## src/rtl/cavlc_bit_packer.sv

```systemverilog
// cavlc_bit_packer: packs right-aligned CAVLC codewords (0..16 bits) MSB-first
// into 32-bit bitstream words with a valid/ready output handshake. A flush
// closes the block: optional RBSP stop bit, zero padding, last-word tag and a
// done pulse.
//
// state        | meaning
// -------------+--------------------------------------------------------------
// S_RUN        | accept codewords, emit full words, latch a flush request
// S_FLUSH_STOP | drain until there is room, then append the stop bit
// S_FLUSH_DRAIN| emit remaining full words; an exactly-full word is the last
// S_FLUSH_PAD  | emit the partial word, zero padded, as the last word
// S_FLUSH_DONE | pulse done, clear the bit counter and the flush request
module cavlc_bit_packer #(
  parameter int WORD_W       = 32,
  parameter int MAX_CODE_LEN = 16,
  parameter int STOP_BIT     = 1
) (
  input  logic                    clk,
  input  logic                    rst,
  input  logic                    code_valid_i,
  output logic                    code_ready_o,
  input  logic [MAX_CODE_LEN-1:0] code_bits_i,
  input  logic [4:0]              code_len_i,
  input  logic                    flush_i,
  output logic                    word_valid_o,
  input  logic                    word_ready_i,
  output logic [WORD_W-1:0]       word_data_o,
  output logic                    word_last_o,
  output logic                    done_o,
  output logic [15:0]             total_bits_o
);

  localparam int         BUF_W     = WORD_W + MAX_CODE_LEN;
  localparam logic [5:0] WORD_FILL = 6'(WORD_W);
  localparam logic [5:0] FULL_FILL = 6'(BUF_W);
  localparam logic [4:0] MAX_LEN   = 5'(MAX_CODE_LEN);

  typedef enum logic [2:0] {
    S_RUN,
    S_FLUSH_STOP,
    S_FLUSH_DRAIN,
    S_FLUSH_PAD,
    S_FLUSH_DONE
  } state_t;

  state_t           state_q, state_d;
  logic [BUF_W-1:0] buf_q, buf_d;
  logic [5:0]       fill_q, fill_d;
  logic             pend_q, pend_d;
  logic [15:0]      total_q, total_d;

  logic                    hs;
  logic                    accept;
  logic [4:0]              len_eff;
  logic [MAX_CODE_LEN:0]   len_mask;
  logic [MAX_CODE_LEN-1:0] masked;
  logic [BUF_W-1:0]        buf_hs;
  logic [5:0]              fill_hs;
  logic [5:0]              code_shift;
  logic [BUF_W-1:0]        code_placed;
  logic [BUF_W-1:0]        stop_placed;
  logic [16:0]             total_sum;

  assign word_data_o  = buf_q[BUF_W-1 -: WORD_W];
  assign total_bits_o = total_q;

  // Handshake-qualifying outputs, decoded from state and fill level.
  // code_ready is also gated by the reset input so it stays low while reset is held.
  always_comb begin
    word_valid_o = 1'b0;
    word_last_o  = 1'b0;
    done_o       = 1'b0;
    code_ready_o = 1'b0;
    unique case (state_q)
      S_RUN: begin
        word_valid_o = (fill_q >= WORD_FILL);
        code_ready_o = rst && (fill_q <= WORD_FILL) && !pend_q;
      end
      S_FLUSH_STOP: word_valid_o = (fill_q >= WORD_FILL);
      S_FLUSH_DRAIN: begin
        word_valid_o = (fill_q >= WORD_FILL);
        word_last_o  = (fill_q == WORD_FILL);
      end
      S_FLUSH_PAD: begin
        word_valid_o = 1'b1;
        word_last_o  = 1'b1;
      end
      S_FLUSH_DONE: done_o = 1'b1;
      default: ;
    endcase
  end

  // Codeword conditioning and buffer positions after any same-cycle word handshake.
  always_comb begin
    hs          = word_valid_o && word_ready_i;
    accept      = code_valid_i && code_ready_o;
    len_eff     = (code_len_i > MAX_LEN) ? MAX_LEN : code_len_i;
    len_mask    = ((MAX_CODE_LEN+1)'(1) << len_eff) - (MAX_CODE_LEN+1)'(1);
    masked      = code_bits_i & len_mask[MAX_CODE_LEN-1:0];
    buf_hs      = hs ? (buf_q << WORD_W) : buf_q;
    fill_hs     = hs ? (fill_q - WORD_FILL) : fill_q;
    code_shift  = FULL_FILL - fill_hs - {1'b0, len_eff};
    code_placed = {{WORD_W{1'b0}}, masked} << code_shift;
    stop_placed = BUF_W'(1) << (FULL_FILL - 6'd1 - fill_hs);
    total_sum   = {1'b0, total_q} + 17'(len_eff);
  end

  // Next-state and next-datapath logic.
  always_comb begin
    state_d = state_q;
    buf_d   = buf_hs;
    fill_d  = fill_hs;
    pend_d  = pend_q;
    total_d = total_q;
    unique case (state_q)
      S_RUN: begin
        if (accept) begin
          buf_d   = buf_hs | code_placed;
          fill_d  = fill_hs + {1'b0, len_eff};
          total_d = total_sum[16] ? 16'hFFFF : total_sum[15:0];
        end
        if (flush_i) pend_d = 1'b1;
        if (pend_q) state_d = S_FLUSH_STOP;
      end
      S_FLUSH_STOP: begin
        if (STOP_BIT != 0) begin
          if (fill_hs < FULL_FILL) begin
            buf_d   = buf_hs | stop_placed;
            fill_d  = fill_hs + 6'd1;
            state_d = S_FLUSH_DRAIN;
          end
        end else begin
          state_d = S_FLUSH_DRAIN;
        end
      end
      S_FLUSH_DRAIN: begin
        if (hs) begin
          if (fill_q == WORD_FILL) state_d = S_FLUSH_DONE;
        end else if (fill_q == 6'd0) begin
          state_d = S_FLUSH_DONE;
        end else if (fill_q < WORD_FILL) begin
          state_d = S_FLUSH_PAD;
        end
      end
      S_FLUSH_PAD: begin
        fill_d = fill_q;
        buf_d  = buf_q;
        if (hs) begin
          buf_d   = '0;
          fill_d  = 6'd0;
          state_d = S_FLUSH_DONE;
        end
      end
      S_FLUSH_DONE: begin
        total_d = 16'd0;
        pend_d  = 1'b0;
        state_d = S_RUN;
      end
      default: state_d = S_RUN;
    endcase
  end

  // State and datapath registers; reset discards any buffered bits.
  always_ff @(posedge clk or negedge rst) begin
    if (!rst) begin
      state_q <= S_RUN;
      buf_q   <= '0;
      fill_q  <= 6'd0;
      pend_q  <= 1'b0;
      total_q <= 16'd0;
    end else begin
      state_q <= state_d;
      buf_q   <= buf_d;
      fill_q  <= fill_d;
      pend_q  <= pend_d;
      total_q <= total_d;
    end
  end

endmodule

```

## config.mk

```make
export PLATFORM = sky130hd
export DESIGN_NAME = cavlc_bit_packer
export DESIGN_NICKNAME = d
export VERILOG_FILES = /design/src/rtl/cavlc_bit_packer.sv
export SDC_FILE = /design/constraint.sdc
export NUM_CORES = 1
export LEC_CHECK = 0
export ABC_AREA = 1
export BUFFER_PORTS_ARGS = -buffer_cell sky130_fd_sc_hd__buf_2
export CORE_MARGIN = 2
export CORE_UTILIZATION = 37
export DETAILED_ROUTE_END_ITERATION = 7
export PLACE_DENSITY_LB_ADDON = 0.05
export SLEW_MARGIN = 10
export SYNTH_ARGS = -nofsm -noshare
export SYNTH_HDL_FRONTEND = slang
export SYNTH_SLANG_ARGS = --single-unit
```

## constraint.sdc

```tcl
create_clock -name clk -period 3.4 [get_ports clk]
set_clock_uncertainty 0.1 [all_clocks]
set_input_delay 0.17 -clock clk [delete_from_list [all_inputs] [get_ports clk]]
set_output_delay 0.17 -clock clk [all_outputs]
set_load 0.05 [all_outputs]
```

# Yosys cells after proc, flatten, opt, wreduce, memory -nomap -nowiden
# Index checks and enable logic that the tools add are counted.
[word_totals]
regBits = 74
elab_cells = 76
[classes]
add_sub_neg = 8
n_lt_le_gt_ge = 5
n_eq_ne = 12
shifts = 3
muxes = 28
n_bitwise = 3
n_reduce_logical = 12
[op_table]
columns = ["cell", "n"]
rows = [
  ["48-bit 2-to-1 mux", 4],
  ["48-bit case mux with 3 select lines", 1],
  ["48-bit bitwise OR", 2],
  ["1-bit by 6-bit left shift with 48-bit output, first input constant", 1],
  ["16-bit by 6-bit left shift with 48-bit output", 1],
  ["16-bit 2-to-1 mux", 2],
  ["16-bit case mux with 2 select lines", 1],
  ["6-bit 2-to-1 mux", 4],
  ["3-bit 2-to-1 mux", 7],
  ["6-bit case mux with 3 select lines", 1],
  ["16-bit by 5-bit adder with 17-bit output", 1],
  ["16-bit bitwise AND", 1],
  ["1-bit by 5-bit left shift with 16-bit output, first input constant", 1],
  ["16-bit by 2-bit subtractor with 16-bit output, second input constant", 1],
  ["6-bit < comparator, second input constant", 2],
  ["3-bit case mux with 4 select lines", 1],
  ["6-bit subtractor, first input constant", 2],
  ["2-bit inequality test, second input constant", 5],
  ["6-bit by 1-bit adder with 6-bit output, second input constant", 1],
  ["6-bit by 5-bit adder with 6-bit output", 1],
  ["3-bit by 2-bit == test with 1-bit output, second input constant", 2],
  ["6-bit == test, second input constant", 1],
  ["6-bit greater-or-equal comparator, second input constant", 1],
  ["6-bit less-or-equal comparator, second input constant", 1],
  ["18 further kinds", 26],
]

# Depth between registers and ports, before layout
# Gate-level depths: netlist of run 1.
[logic_depth]
word_depth = 11
depth_mapped = 24
mapped_depth_nobuf = 22

# Worst setup path after synthesis of run 1
# Ideal clock, no wire load.
[synth_path]
path_kind = "register to register"
start = "register fill_q[1]"
end = "register buf_q[42]"
setup_time_ps = 71
arrival_ps = 3061
slack_ps = 168
stages_incl_launch_ff = 18
n_path_buf = 1
synth_period_minus_slack_ps = 3232
cell_sequence = "dfrtp_1 inv_1 ha_1 inv_1 nor3_1 inv_1 nor2_1 inv_1 a21oi_1 nand2_2 buf_2 nor2_2 nand2_1 inv_1 nand4_1 nand2_1 o21ai_1 nand4_1"
[synth_lines]
columns = ["element", "line_no", "text"]
rows = [
  ["start: declaration", "48", "logic [5:0] fill_q, fill_d;"],
  ["start signal: assignment", "174", "fill_q <= fill_d;"],
  ["6-bit less-or-equal comparator", "77", "code_ready_o = rst && (fill_q <= WORD_FILL) && !pend_q;"],
  ["1-bit logical AND (2 in a row)", "77", ""],
  ["1-bit 2-to-1 mux", "74", "unique case (state_q)"],
  ["via code_ready_o", "21", "output logic code_ready_o,"],
  ["1-bit logical AND", "96", "accept = code_valid_i && code_ready_o;"],
  ["48-bit 2-to-1 mux", "117", "if (accept) begin"],
  ["48-bit case mux with 3 select lines", "115", "unique case (state_q)"],
  ["end signal: assignment", "173", "buf_q <= buf_d;"],
  ["end: declaration", "47", "logic [BUF_W-1:0] buf_q, buf_d;"],
]
# The timed path passes the listed nets, and every way through them passes these cells.
# A chain may end at the register's enable or synchronous reset.

# Final worst setup path of run 1
[layout_path]
start = "register fill_q[1]"
end = "register buf_q[1]"
[layout_between]
elab_chain_cells = 10
[layout_lines]
columns = ["element", "line_no", "text"]
rows = [
  ["6-bit greater-or-equal comparator", "76, 79, 81", ""],
  ["1-bit case mux with 2 select lines", "74", ""],
  ["1-bit logical AND", "95", "hs = word_valid_o && word_ready_i;"],
  ["6-bit 2-to-1 mux", "101", "fill_hs = hs ? (fill_q - WORD_FILL) : fill_q;"],
  ["6-bit subtractor", "102", "code_shift = FULL_FILL - fill_hs - {1'b0, len_eff};"],
  ["6-bit by 5-bit subtractor with 6-bit output", "102", ""],
  ["16-bit by 6-bit left shift with 48-bit output", "103", "code_placed = {{WORD_W{1'b0}}, masked} << code_shift;"],
  ["48-bit bitwise OR", "118", "buf_d = buf_hs | code_placed;"],
  ["48-bit 2-to-1 mux", "117", ""],
  ["48-bit case mux with 3 select lines", "115", ""],
]
# Several ways; a longest one is shown, not always the timed one.

==> results of run 1 <==
-- flip-flops by register name, indices dropped and copies added (netlist names) --
| signal | count |
|---|---|
| state_q | 3 |
| buf_q | 48 |
| pend_q | 1 |
| fill_q | 6 |
| total_bits_o | 16 |
-- worst register-to-register path: cells and delay by family (launching register included) --
kind | cells | cell delay [ns]
buffers and inverters | 4 | 0.47
adder cells (fa/ha/maj) | 3 | 0.96
XOR/XNOR | 1 | 0.21
flip-flops | 1 | 0.45
AND/OR/NAND/NOR | 2 | 0.24
AO/OA/AOI/OAI | 4 | 0.47
-- report_power, final --
group	leakage [nW]	switching [mW]	internal, mW
logic	3.10	5.21	2.03
registers	1.00	0.196	1.12
clock network	0.135	0.442	0.571
-- final cells by class --
cell class	count	area (um^2)	area share, %
multi-input combinational	994	5020	57.3
timing repair buffer	130	828	9.46
clock buffer	10	229	2.62
inverter	109	415	4.75
clock inverter	6	66.3	0.758
sequential	74	1850	21.2
tap	275	344	3.93
-- cells by family after synthesis --
group                      synth area share (%)
and+or+nand+nor                            42.6
buffers and inverters                      11.9
AOI/OAI and AO/OA                          13.9
DFF                                        23.8
adders and majority gates                  5.21
xor gates and xnor gates                   1.79
muxes                                     0.773
-- cell usage after synthesis, drive strengths merged (11+ instances only) --
master	count	area (um^2)
a21oi	38	190
nand3	152	766
xor2	11	104
ha	26	325
clkbuf	47	178
nand4	72	450
buf	51	337
inv	106	398
nand2	393	1490
nor3	23	115
nor2	86	362
dfrtp	74	1850
or2	19	119
o21ai	121	609
-- cell usage in the layout, fill, tap and decap left out, types with 8 or more instances in the layout --
| master | count |
|---|---|
| nand2_1 | 389 |
| nand3_1 | 151 |
| o21ai_0 | 107 |
| inv_1 | 96 |
| nor2_1 | 77 |
| buf_2 | 76 |
| dfrtp_1 | 74 |
| nand4_1 | 72 |
| buf_4 | 49 |
| a21oi_1 | 38 |
| ha_1 | 26 |
| nor3_1 | 23 |
| or2_2 | 18 |
| o21ai_1 | 13 |
| o2111ai_1 | 10 |
| xor2_1 | 9 |
| clkbuf_16 | 9 |
| inv_2 | 8 |
-- per-layer routing --
layer / routed length [um] / track usage, % / part of all wire, %
met1: 13100 / 35.5 / 45
met5: 0 / 0 / 0
met3: 1510 / 4.46 / 5.2
met2: 13400 / 43.4 / 46
met4: 916 / 9.10 / 3.2
-- worst min-delay path by stage --
stage	start	end	slack, ns	cells after the start
floorplan	rst	buf_q[0]$_DFFE_PN0N_	-0.23	0
detailed placement	rst	buf_q[7]$_DFFE_PN0N_	0.23	2
CTS	code_valid_i	total_bits_o[13]$_DFFE_PN0P_	0.25	3
global route	code_valid_i	total_bits_o[11]$_DFFE_PN0P_	0.29	3
global placement	rst	buf_q[38]$_DFFE_PN0N_	0.23	2
finish	code_valid_i	total_bits_o[4]$_DFFE_PN0P_	0.25	3
-- timing repair --
| item | in CTS | in global routing |
|---|---|---|
| endpoints found under the setup margin | 0 | 11 |
| hold buffers | 2 | 0 |
| gates resized for setup | 0 | 4 |
| setup buffers | 0 | 2 |
| hold endpoints to repair | 31 | 0 |
==> metrics.md, run 1 <==
| Metric | Value |
|---|---|
| Status | finished, final reports clean |
| CTS clk-pin slew, worst paths | about 0.06 ns |
| Post-synth EDFFs | 0 |
| Element type at the critical path start | flip-flop |
| Dpl hpwl | 21.6 mm |
| Mapped Nets | between 1000 and 1500 |
| CP Capture Point | buf_q[1]$_DFFE_PN0N_ |
| Final hold vios | 0 |
| Overall Global Routing Usage | approximately a quarter |
| Post-synth ARST share | between 90% and 100% |
| Antenna-violating nets left | 0 |
| Pleak | ~4.2 nW |
| Delay-heaviest family, CP | adder cells |
| VDD IR-drop max | between 0.7 and 0.8 mV |
| Fillers | around 2300 |
| Antenna diodes | 0 |
| WP data required | 3.51 ns |
| CTS tree | done |
| Critical Path Max Stage Delay | around 0.45 ns |
| DRT Pass-1 Iters | 6 |
| Reg2Reg Setup Slack | between 0.3 and 0.4 ns |
| Fmax | about 330 MHz |
| Port-buffer cells | just under 80 |
| Worst setup margin | roughly 0.35 ns |
| I/O pin count | 78 |
| Area Growth Syn to Fin | 12.6% |
| Routability Congestion | 0.907 |
| Wire per inst | around 18 um |
| Sequential area share after synthesis | between 20% and 30% |
| Worst Setup End Kind | flip-flop |
| Die footprint | about 22000 um^2 |
| Synth cell types | 46 |
| H-tree depth | 3 |
| Final core occ | 42.0% |
| Final #Nets | around 1400 |
| Core area | around 21000 um^2 |
| # Max-Cap Violations | 0 |
| CTS root buf | clkbuf_16 |
| Syn Area/Cell | 6.10 um^2 |
| HP Class | in2reg |
| Crit Path Class | reg2reg |
| Placed Cells | about 1600 |
| Instance count on the critical path | 14 |
| CP Cell Sequence | ha_1 > inv_1 > ha_1 > fa_1 > buf_4 > xor2_2 > inv_1 > buf_12 > nand4_1 > nor2_1 > a21oi_1 > o22ai_1 > a21oi_1 > o21ai_0 |
| Row count | 53 |
| Setup_tns | 0 ns |
| Pre-CTS setup slack | 0.0861 ns |
| Worst-skew pair later-pin latency | approximately 0.35 ns |
| 1st-iter DRT viols | 649 |
| Vias | 8633 |
| Worst hold slack | roughly 0.25 ns |
| Final cell count without fillers | 1598 |
| Initial Util | about 37% |
| CP max FO | 29 |
| Post-route DRC | 0 |
| Worst rel slew slack | 56.8% |
| RSZ-0062 raised after global routing | false |
| R2R Path Start | fill_q[1]$_DFFE_PN0P_ |
| GRT Residual Overflow | 0 |
| TritonCTS Buffers | 9 |
| Finished Cell Area | around 8800 um^2 |
| Ratio of cells with drive above 1 in the final layout | ~14% |
| Vias in the first global route | about 8000 |
| Worst EP arrival | around 3.2 ns |
| Final worst path period share | 89.8% |
| Netlist Area Pre-Place | between 7000 and 8000 um^2 |
| Primary FF master, synth | dfrtp_1 |
| Cell count after synthesis | between 1000 and 1500 |
| Total clock sinks | 74 |
| Global-route wire length before repair | about 46 mm |
| Initial antenna violation count | 0 |
| Overall power | 9.57 mW |
| Largest net degree at the start of global routing | 50 |
| Crit-path slowest cell | dfrtp_1 |
| R2R depth | 14 |
| Worst Max-Slew Pin Slew | around 0.65 ns |
| Final setup vio count | 0 |
| Tmin final | between 3 and 4 ns |
| R2R Path End | buf_q[1]$_DFFE_PN0N_ |
| Buffers plus inverters on the worst setup path | 4 |
| Clock tree buffer depth | 2 |
| Post-DR vias/cell | between 5 and 6 |
| Final WL | between 20 and 30 mm |
| DP Area | 8400 um^2 |
| Synth warnings | 0 |
| Die height | ~150 um |
| PD cells | around 1100 nW/um^2 |
| Final Max Slew Viols | 0 |
| Beginning of the critical path | fill_q[1]$_DFFE_PN0P_ |
| #FFs+latches synth | 74 |
| Die Wd | approximately 150 um |
No activity file was read; power rests on OpenSTA's default activity.
==> inputs of run 2 (changes only) <==
CORE_UTILIZATION = 45   (was 37)
CTS_CLUSTER_DIAMETER = 120   (was not set)
CTS_CLUSTER_SIZE = 20   (was not set)
==> metrics.md, run 2 (synthesized netlist as in run 1, its figures left out) <==
| Metric | Value |
|---|---|
| Status | finished, final reports clean |
| TritonCTS Buffers | 9 |
| Tmin final | about 3.2 ns |
| Fmax | about 310 MHz |
| Die height | between 100 and 150 um |
| H-tree depth | 3 |
| Vias | 8740 |
| Overall power | 9.51 mW |
| Final worst path period share | between 90% and 100% |
| Die Wd | about 140 um |
| # Max-Cap Violations | 0 |
| DRT Pass-1 Iters | 6 |
| Final WL | roughly 27 mm |
| DP Area | slightly above 8000 um^2 |
| Wire per inst | about 17 um |
| Overall Global Routing Usage | approximately 30% |
| Final hold vios | 0 |
| Vias in the first global route | 7867 |
| Antenna-violating nets left | 0 |
| R2R Path End | buf_q[10]$_DFFE_PN0N_ |
| Global-route wire length before repair | roughly 43 mm |
| Final #Nets | between 1000 and 1500 |
| HP Class | in2reg |
| Worst rel slew slack | about 57% |
| Port-buffer cells | 77 |
| I/O pin count | slightly below 80 |
| CP max FO | 20 |
| Ratio of cells with drive above 1 in the final layout | between 10% and 20% |
| Hold EP | total_bits_o[13]$_DFFE_PN0P_ |
| Reg2Reg Setup Slack | roughly 0.21 ns |
| Min-delay src | code_valid_i |
| Die footprint | ~18000 um^2 |
| Largest net degree at the start of global routing | 50 |
| Placed Cells | roughly 1500 |
| PD cells | ~1100 nW/um^2 |
| Crit Path Class | reg2reg |
| Final core occ | around half |
| Final cell count without fillers | ~1500 |
| R2R depth | 16 |
| Core area | between 15000 and 20000 um^2 |
| Routability Congestion | approximately 1 |
| CTS clk-pin slew, worst paths | 0.07 ns |
| Pleak | 4.22 nW |
| Post-DR vias/cell | between 5 and 6 |
| Initial Util | 45.4% |
| Worst Max-Slew Pin Slew | 0.647 ns |
| Beginning of the critical path | fill_q[1]$_DFFE_PN0P_ |
| Antenna diodes | 0 |
| RSZ-0062 raised after global routing | true |
| GRT Residual Overflow | 0 |
| VDD IR-drop max | between 0.8 and 0.9 mV |
| Row count | 48 |
| Worst-skew pair later-pin latency | approximately 0.36 ns |
| 1st-iter DRT viols | slightly below 900 |
| Post-route DRC | 0 |
| Max reg flops | 48 |
| Element type at the critical path start | flip-flop |
| Worst Hold Depth | 4 |
| Setup_tns | 0 ns |
| Worst EP arrival | about 3.3 ns |
| CTS tree | done |
| Area Growth Syn to Fin | 11.3% |
| WP data required | between 3 and 4 ns |
| Initial antenna violation count | 0 |
| Worst Setup End Kind | flip-flop |
| Final Max Slew Viols | 0 |
| Most frequent cells in the layout | 389 x nand2_1, 151 x nand3_1, 107 x o21ai_0 |
| Total clock sinks | 74 |
| Setup bufs post-CTS | 0 |
| Commonest non-fill, non-tap cell in the layout | nand2_1 |
| CTS root buf | clkbuf_16 |
| Finished Cell Area | between 8000 and 9000 um^2 |
| Dpl hpwl | slightly below 20 mm |
| Clock tree buffer depth | 2 |
| Final setup vio count | 0 |
| Most flop-heavy register | buf_q |
| R2R Path Start | fill_q[1]$_DFFE_PN0P_ |
## run 2: where the power goes
group          internal, mW  leakage, nW  total (mW)  switching (mW)
registers              1.12         1.00        1.33           0.207
logic                  1.90         3.07        7.14            5.24
clock network         0.594        0.142        1.03           0.440
total                  3.62         4.22        9.51            5.89
## run 2: repair_timing
action / CTS / global route
hold buffers: 2 / 0
gates resized for setup: 0 / 1
endpoints found under the setup margin: 0 / 6
hold endpoints to repair: 36 / 0
## run 2: final cells by class
class,count,area [um^2]
Clock buffer,11,243
Clock inverter,5,62.6
Fill cell,1838,8470
Inverter,109,409
Multi-Input combinational cell,994,5020
Sequential cell,74,1850
Tap cell,225,282
Timing Repair Buffer,125,778
## run 2: critical path, stage by stage, from the launching register on
cell and delay, ns:
dfrtp_1 0.46, ha_1 0.32, inv_1 0.06, ha_1 0.23
fa_1 0.46, nand3_1 0.10, nand2_1 0.07, xnor2_1 0.16
or2_1 0.14, nand2_2 0.07, inv_2 0.11, nor2_8 0.05
inv_2 0.32, buf_4 0.23, o21ai_1 0.07, nand2_1 0.05
nand4_1 0.08
## run 2: worst max path at each step
stage / endpoint / slack (ns) / depth (start not counted)
after floorplan: buf_q[42]$_DFFE_PN0N_ / 0.17 / 17
after global placement: buf_q[10]$_DFFE_PN0N_ / 0.09 / 22
after detailed placement: buf_q[10]$_DFFE_PN0N_ / 0.07 / 22
after CTS: buf_q[10]$_DFFE_PN0N_ / 0.22 / 16
after global routing: buf_q[0]$_DFFE_PN0N_ / -0.005 / 15
final: buf_q[10]$_DFFE_PN0N_ / 0.21 / 16
## run 2: routing by layer
metal	wire, um	vias up	global-route usage (%)	share of wire [%]
met5	0	-	0	0
met4	649	0	9.14	2.4
met3	2070	44	5.84	7.7
met2	11800	342	44.4	44
met1	12500	4036	44.2	46
li1	-	4318	-	-
## run 2: stage by stage
stage / setup WS, ns / hold slack [ns]
5_1_grt: -0.00542 / 0.316
6_report: 0.213 / 0.283
4_1_cts: 0.222 / 0.295
3_3_place_gp: 0.0941 / 0.254
3_5_place_dp: 0.0685 / 0.252
2_1_floorplan: 0.168 / -0.226
